File: src/rtl/mem_pkg.sv
// mem_pkg: shared types for the per-core memory port front end.
package mem_pkg;
  localparam int ADDR_W = 16;
  typedef struct packed {
    logic [ADDR_W-1:0] addr;
    logic [31:0]       din;
    logic              we;
  } data_in_t;
  typedef enum logic [1:0] {IDLE, REQ, WAIT, LAT} mem_port_state_t;
endpackage

File: src/rtl/mem_port_stat.sv
// mem_port_stat: saturating grant and stall counters, present only with MEM_PORT_STAT_EN.
module mem_port_stat (
  input  logic        clk,
  input  logic        rstn,
  input  logic        grant,
  input  logic        stall,
  output logic [31:0] stat_req,
  output logic [31:0] stat_stall
);
  logic [31:0] req_q, req_d, stall_q, stall_d;
  always_comb begin
    req_d   = (grant && req_q != '1) ? req_q + 32'd1 : req_q;
    stall_d = (stall && stall_q != '1) ? stall_q + 32'd1 : stall_q;
  end
  always_ff @(posedge clk) begin
    if (!rstn) begin
      req_q   <= '0;
      stall_q <= '0;
    end else begin
      req_q   <= req_d;
      stall_q <= stall_d;
    end
  end
  assign stat_req   = req_q;
  assign stat_stall = stall_q;
endmodule

File: src/rtl/mem_port_ctrl.sv
// mem_port_ctrl: one core's dual-lane load/store front end to a shared-memory arbiter slot.
// Defining MEM_PORT_STAT_EN adds the stat_req/stat_stall counter outputs.
module mem_port_ctrl
  import mem_pkg::*;
#(
  parameter int RD_LATENCY = 3
) (
  input  logic        clk,
  input  logic        rstn,
  input  logic        op_valid,
  input  data_in_t    u_op,
  input  data_in_t    l_op,
  output logic        op_ready,
  output logic        interlock,
  output logic [31:0] u_rdata,
  output logic [31:0] l_rdata,
  output logic        rdata_valid,
  output logic        mem_req_now,
  output data_in_t    u_data_in,
  output data_in_t    l_data_in,
  input  logic        mem_wait,
  input  logic [31:0] u_data_out,
`ifdef MEM_PORT_STAT_EN
  input  logic [31:0] l_data_out,
  output logic [31:0] stat_req,
  output logic [31:0] stat_stall
`else
  input  logic [31:0] l_data_out
`endif
);
  localparam int CNT_W = 3;
  mem_port_state_t state_q, state_d;
  logic [CNT_W-1:0] cnt_q, cnt_d;
  data_in_t u_op_q, u_op_d, l_op_q, l_op_d;
  logic is_read_q, is_read_d, rdata_valid_q, rdata_valid_d;
  logic [31:0] u_rdata_q, u_rdata_d, l_rdata_q, l_rdata_d;
  logic accept, active, grant, cap;
  always_comb begin
    accept        = state_q == IDLE && op_valid;
    active        = state_q == REQ || state_q == WAIT;
    grant         = active && !mem_wait;
    cap           = state_q == LAT && cnt_q == '0;
    state_d       = accept ? REQ :
                    grant ? (is_read_q ? LAT : IDLE) :
                    active ? WAIT :
                    cap ? IDLE : state_q;
    cnt_d         = grant ? CNT_W'(RD_LATENCY - 1) :
                    (state_q == LAT && !cap) ? cnt_q - 1'b1 : cnt_q;
    u_op_d        = accept ? u_op : u_op_q;
    l_op_d        = accept ? l_op : l_op_q;
    is_read_d     = accept ? ~(u_op.we & l_op.we) : is_read_q;
    u_rdata_d     = cap ? u_data_out : u_rdata_q;
    l_rdata_d     = cap ? l_data_out : l_rdata_q;
    rdata_valid_d = cap;
  end
  always_ff @(posedge clk) begin
    if (!rstn) begin
      state_q       <= IDLE;
      cnt_q         <= '0;
      u_op_q        <= '0;
      l_op_q        <= '0;
      is_read_q     <= 1'b0;
      u_rdata_q     <= '0;
      l_rdata_q     <= '0;
      rdata_valid_q <= 1'b0;
    end else begin
      state_q       <= state_d;
      cnt_q         <= cnt_d;
      u_op_q        <= u_op_d;
      l_op_q        <= l_op_d;
      is_read_q     <= is_read_d;
      u_rdata_q     <= u_rdata_d;
      l_rdata_q     <= l_rdata_d;
      rdata_valid_q <= rdata_valid_d;
    end
  end
  assign op_ready    = state_q == IDLE;
  assign interlock   = ~op_ready;
  assign mem_req_now = state_q == REQ;
  assign rdata_valid = rdata_valid_q;
  assign u_rdata     = u_rdata_q;
  assign l_rdata     = l_rdata_q;
  // Write enables only reach the arbiter while the request is outstanding.
  assign u_data_in   = '{addr: u_op_q.addr, din: u_op_q.din, we: u_op_q.we & active};
  assign l_data_in   = '{addr: l_op_q.addr, din: l_op_q.din, we: l_op_q.we & active};
`ifdef MEM_PORT_STAT_EN
  mem_port_stat u_stat (
    .clk       (clk),
    .rstn      (rstn),
    .grant     (grant),
    .stall     (state_q == WAIT),
    .stat_req  (stat_req),
    .stat_stall(stat_stall)
  );
`endif
endmodule
File: config.mk
export PLATFORM = sky130hd
export DESIGN_NAME = mem_port_ctrl
export DESIGN_NICKNAME = d
export VERILOG_FILES = /design/src/rtl/mem_pkg.sv /design/src/rtl/mem_port_stat.sv /design/src/rtl/mem_port_ctrl.sv
export SDC_FILE = /design/constraint.sdc
export NUM_CORES = 1
export LEC_CHECK = 0
export ABC_AREA = 1
export BUFFER_PORTS_ARGS = -buffer_cell sky130_fd_sc_hd__buf_4
export CELL_PAD_IN_SITES_DETAIL_PLACEMENT = 0
export CELL_PAD_IN_SITES_GLOBAL_PLACEMENT = 1
export CORE_AREA = 2 2 143 145
export DETAILED_ROUTE_END_ITERATION = 6
export DIE_AREA = 0 0 145 147
export PLACE_DENSITY_LB_ADDON = 0.1
export SLEW_MARGIN = 20
export SYNTH_ARGS = -nofsm -noshare
export SYNTH_HDL_FRONTEND = slang
export SYNTH_SLANG_ARGS = --single-unit
File: constraint.sdc
create_clock -name clk -period 3.3 [get_ports clk]
set_input_delay 0.66 -clock clk [delete_from_list [all_inputs] [get_ports clk]]
set_output_delay 0.66 -clock clk [all_outputs]
set_load 0.05 [all_outputs]
==> key figures <==
Run status
  • Status: finished clean

Critical path
  • Crit path DAT: between 1.5 and 2 ns
  • Startpoint types: flip-flop
  • CP Data Required Time: approximately 2.6 ns
  • Crit path top cell by count: inv_1
  • Critical path capture point type: output port
  • R2R Setup Slk: roughly 1.3 ns
  • Worst Path Buf+Inv: 3
  • Setup Crit Path Kind: flip-flop to output port
  • Crit Path Max Fanout: 6
  • Slowest cell on crit path: ha_1
  • CP peak stage delay: approximately 0.39 ns
  • CP top delay family: adder cells
  • Worst path cell trace: inv_1 > ha_1 > nand2_1 > inv_1 > buf_4

GRT
  • Largest net degree at the start of global routing: 100
  • Initial antenna violation count: 0
  • First-pass GRT wire length: approximately 29 mm
  • Grt total ovfl: 0
  • All-Layer GR Usage: about 17%
  • Number of global-route vias before repair: 5448

Run
  • Max-Cap Viols: 0

Floorplan
  • Core ar.: 19800 um^2
  • Ports: roughly 330
  • Starting Density: 33.6%
  • Die area: between 20000 and 25000 um^2
  • Die Wd: ~150 um
  • Die height: 147 um
  • Row Count: 52

Synth
  • Mapped Cells: ~850
  • Flops & latches, synth: 169
  • Avg Synthesized Cell Area: about 8 um^2
  • Warnings, synthesis: 0
  • Synth Cell Area: between 6000 and 7000 um^2
  • Seq/Total Area, Yosys: between 50% and 60%
  • Net Count, Synth: between 1000 and 1500
  • Yosys cell types: 18

Cells and area
  • Multi-input gate area: around 2200 um^2
  • Most frequent cells in the layout: 336 x buf_4, 197 x nor2_1, 169 x dfxtp_1
  • Fin util: between 40% and 50%
  • Share of layout cells above drive strength 1: about a third
  • Final nets: roughly 1200
  • N_diodes: 0
  • Most common cell after layout, fill and taps aside: buf_4
  • Register area: 3380 um^2
  • Filler Cells Inserted: just over 2000
  • Area Growth Syn to Fin: 37.6%
  • Finished Layout Cells: 1347

CTS
  • Clock Latency Late Sink: between 0.4 and 0.5 ns
  • Setup bufs post-CTS: 0
  • CTS H-tree lvls: 4
  • CTS tree: built
  • Cts bufs inserted: 17
  • CTS resizes: 0
  • Root Driver: clkbuf_16
  • Clk buf depth: 2
  • CTS Hold Bufs: 0
  • Clock sinks: between 150 and 200
  • CTS clk-pin slew, worst paths: 0.07 ns

Timing
  • Setup Skew: about 0.012 ns
  • RSZ-0062 raised after global routing: no
  • Final Hold Fails: 0
  • Final setup viols: 0
  • Setup TNS: 0 ns
  • Tightest Pin Transition: approximately 0.93 ns
  • Max frequency: between 400 and 500 MHz
  • Slew Limit Fails: 0
  • Relative slew slack: about 38%
  • Final min period: approximately 2.2 ns
  • Fin crit share: 67.5%

Placement
  • Post-DP HPWL: 13.1 mm
  • Dpl cells: 1315
  • Routability cong.: a little over 0.7
  • # port buffers: around 330

Route
  • DR WL/cell: approximately 14 um
  • Drt pass-1 iters: 4
  • WL final: 19.0 mm
  • DRC Markers: 0
  • DR vias/cell: 4.33
  • Vias post-DR: approximately 5800
  • Initial DRC count: 270
  • DRT antenna net count: 0

Worst hold path
  • Worst hold path class: flip-flop to flip-flop

Power
  • Pwr per Cell Area: ~600 nW/um^2
  • Static leakage: roughly 4.2 nW
  • Maximum vdd drop: roughly 0.34 mV
[sequential cells by signal (all words and copies together) (netlist names)]
register	flops
l_op_q	1
state_q	2
cnt_q	3
l_data_in	48
u_rdata	32
u_op_q	1
is_read_q	1
rdata_valid	1
l_rdata	32
u_data_in	48
[worst register-to-register path: stages, from the launching register on]
cell	delay [ns]
dfxtp_1	0.37
inv_1	0.06
ha_1	0.26
nand2_2	0.11
buf_4	0.67
nand2_1	0.23
inv_1	0.08
a21oi_1	0.06
[through the flow]
| stage | setup slack (ns) | hold slack [ns] | area [um^2] | total power, mW |
|---|---|---|---|---|
| floorplan | 1.41 | 0.436 | 6660 | 3.47 |
| global placement | 1.33 | 0.452 | 8600 | 3.80 |
| detailed placement | 1.32 | 0.456 | 8600 | 3.80 |
| CTS | 1.03 | 0.459 | 9160 | 5.74 |
| global route | 0.939 | 0.455 | 9160 | 5.95 |
| finish | 1.07 | 0.467 | 9160 | 5.66 |
[power breakdown]
part	internal, mW	switching [mW]	total (mW)
combinational	0.471	0.976	1.45
clock	1.05	0.868	1.92
sequential	2.21	0.0842	2.29
total	3.73	1.93	5.66
[cells in the mapped netlist]
library cell    n  area (um^2)
nand2_1       141          529
nand3_1         5         25.0
clkbuf_1       30          113
nand3_2         1         10.0
nor2_1        197          739
buf_4          97          728
dfxtp_1       169         3380
nor3_1          1         5.00
a21oi_1        70          350
buf_2          15         75.1
xor2_1          1         8.76
buf_6           6         67.6
inv_1          13         48.8
ha_1            5         62.6
inv_2           3         11.3
o21ai_1         1         5.00
nand2_2         1         6.26
o21ai_0        98          490
[cell type report]
| cell class | count | share of cell area, % |
|---|---|---|
| Sequential cell | 169 | 36.9 |
| Timing Repair Buffer | 339 | 28.2 |
| Multi-Input combinational cell | 521 | 24.4 |
| Clock buffer | 17 | 4.64 |
| Tap cell | 270 | 3.69 |
| Clock inverter | 15 | 1.53 |
| Inverter | 16 | 0.656 |
[cell families (layout without fill, tap and decap cells)]
family | Yosys count | count (layout) | synth area share, %
AOI/OAI and AO/OA | 169 | 169 | 12.7
xor gates and xnor gates | 1 | 1 | 0.132
adders and majority gates | 5 | 5 | 0.939
buffers and inverters | 164 | 387 | 15.7
DFF | 169 | 169 | 50.8
and+or+nand+nor | 346 | 346 | 19.7
[per-layer routing]
layer  vias to the layer above  wire, um  GRT usage, %
met5                         -         0             0
met4                         0       223          4.80
met3                        14      1770          7.55
met2                       218      9150          29.2
met1                      2575      7860          20.4
li1                       3021         -             -
[worst paths after layout]
kind                                  from                  endpoint  cells after the start
setup / recovery   state_q[0]$_SDFFE_PN0P_              u_data_in[0]                      5
hold / removal    u_rdata[13]$_SDFFE_PN0P_  u_rdata[13]$_SDFFE_PN0P_                      2
setup reg to reg   state_q[0]$_SDFFE_PN0P_   state_q[0]$_SDFFE_PN0P_                      7
hold reg to reg   u_rdata[13]$_SDFFE_PN0P_  u_rdata[13]$_SDFFE_PN0P_                      2
Note: power is estimated with default switching activity, not from simulation.
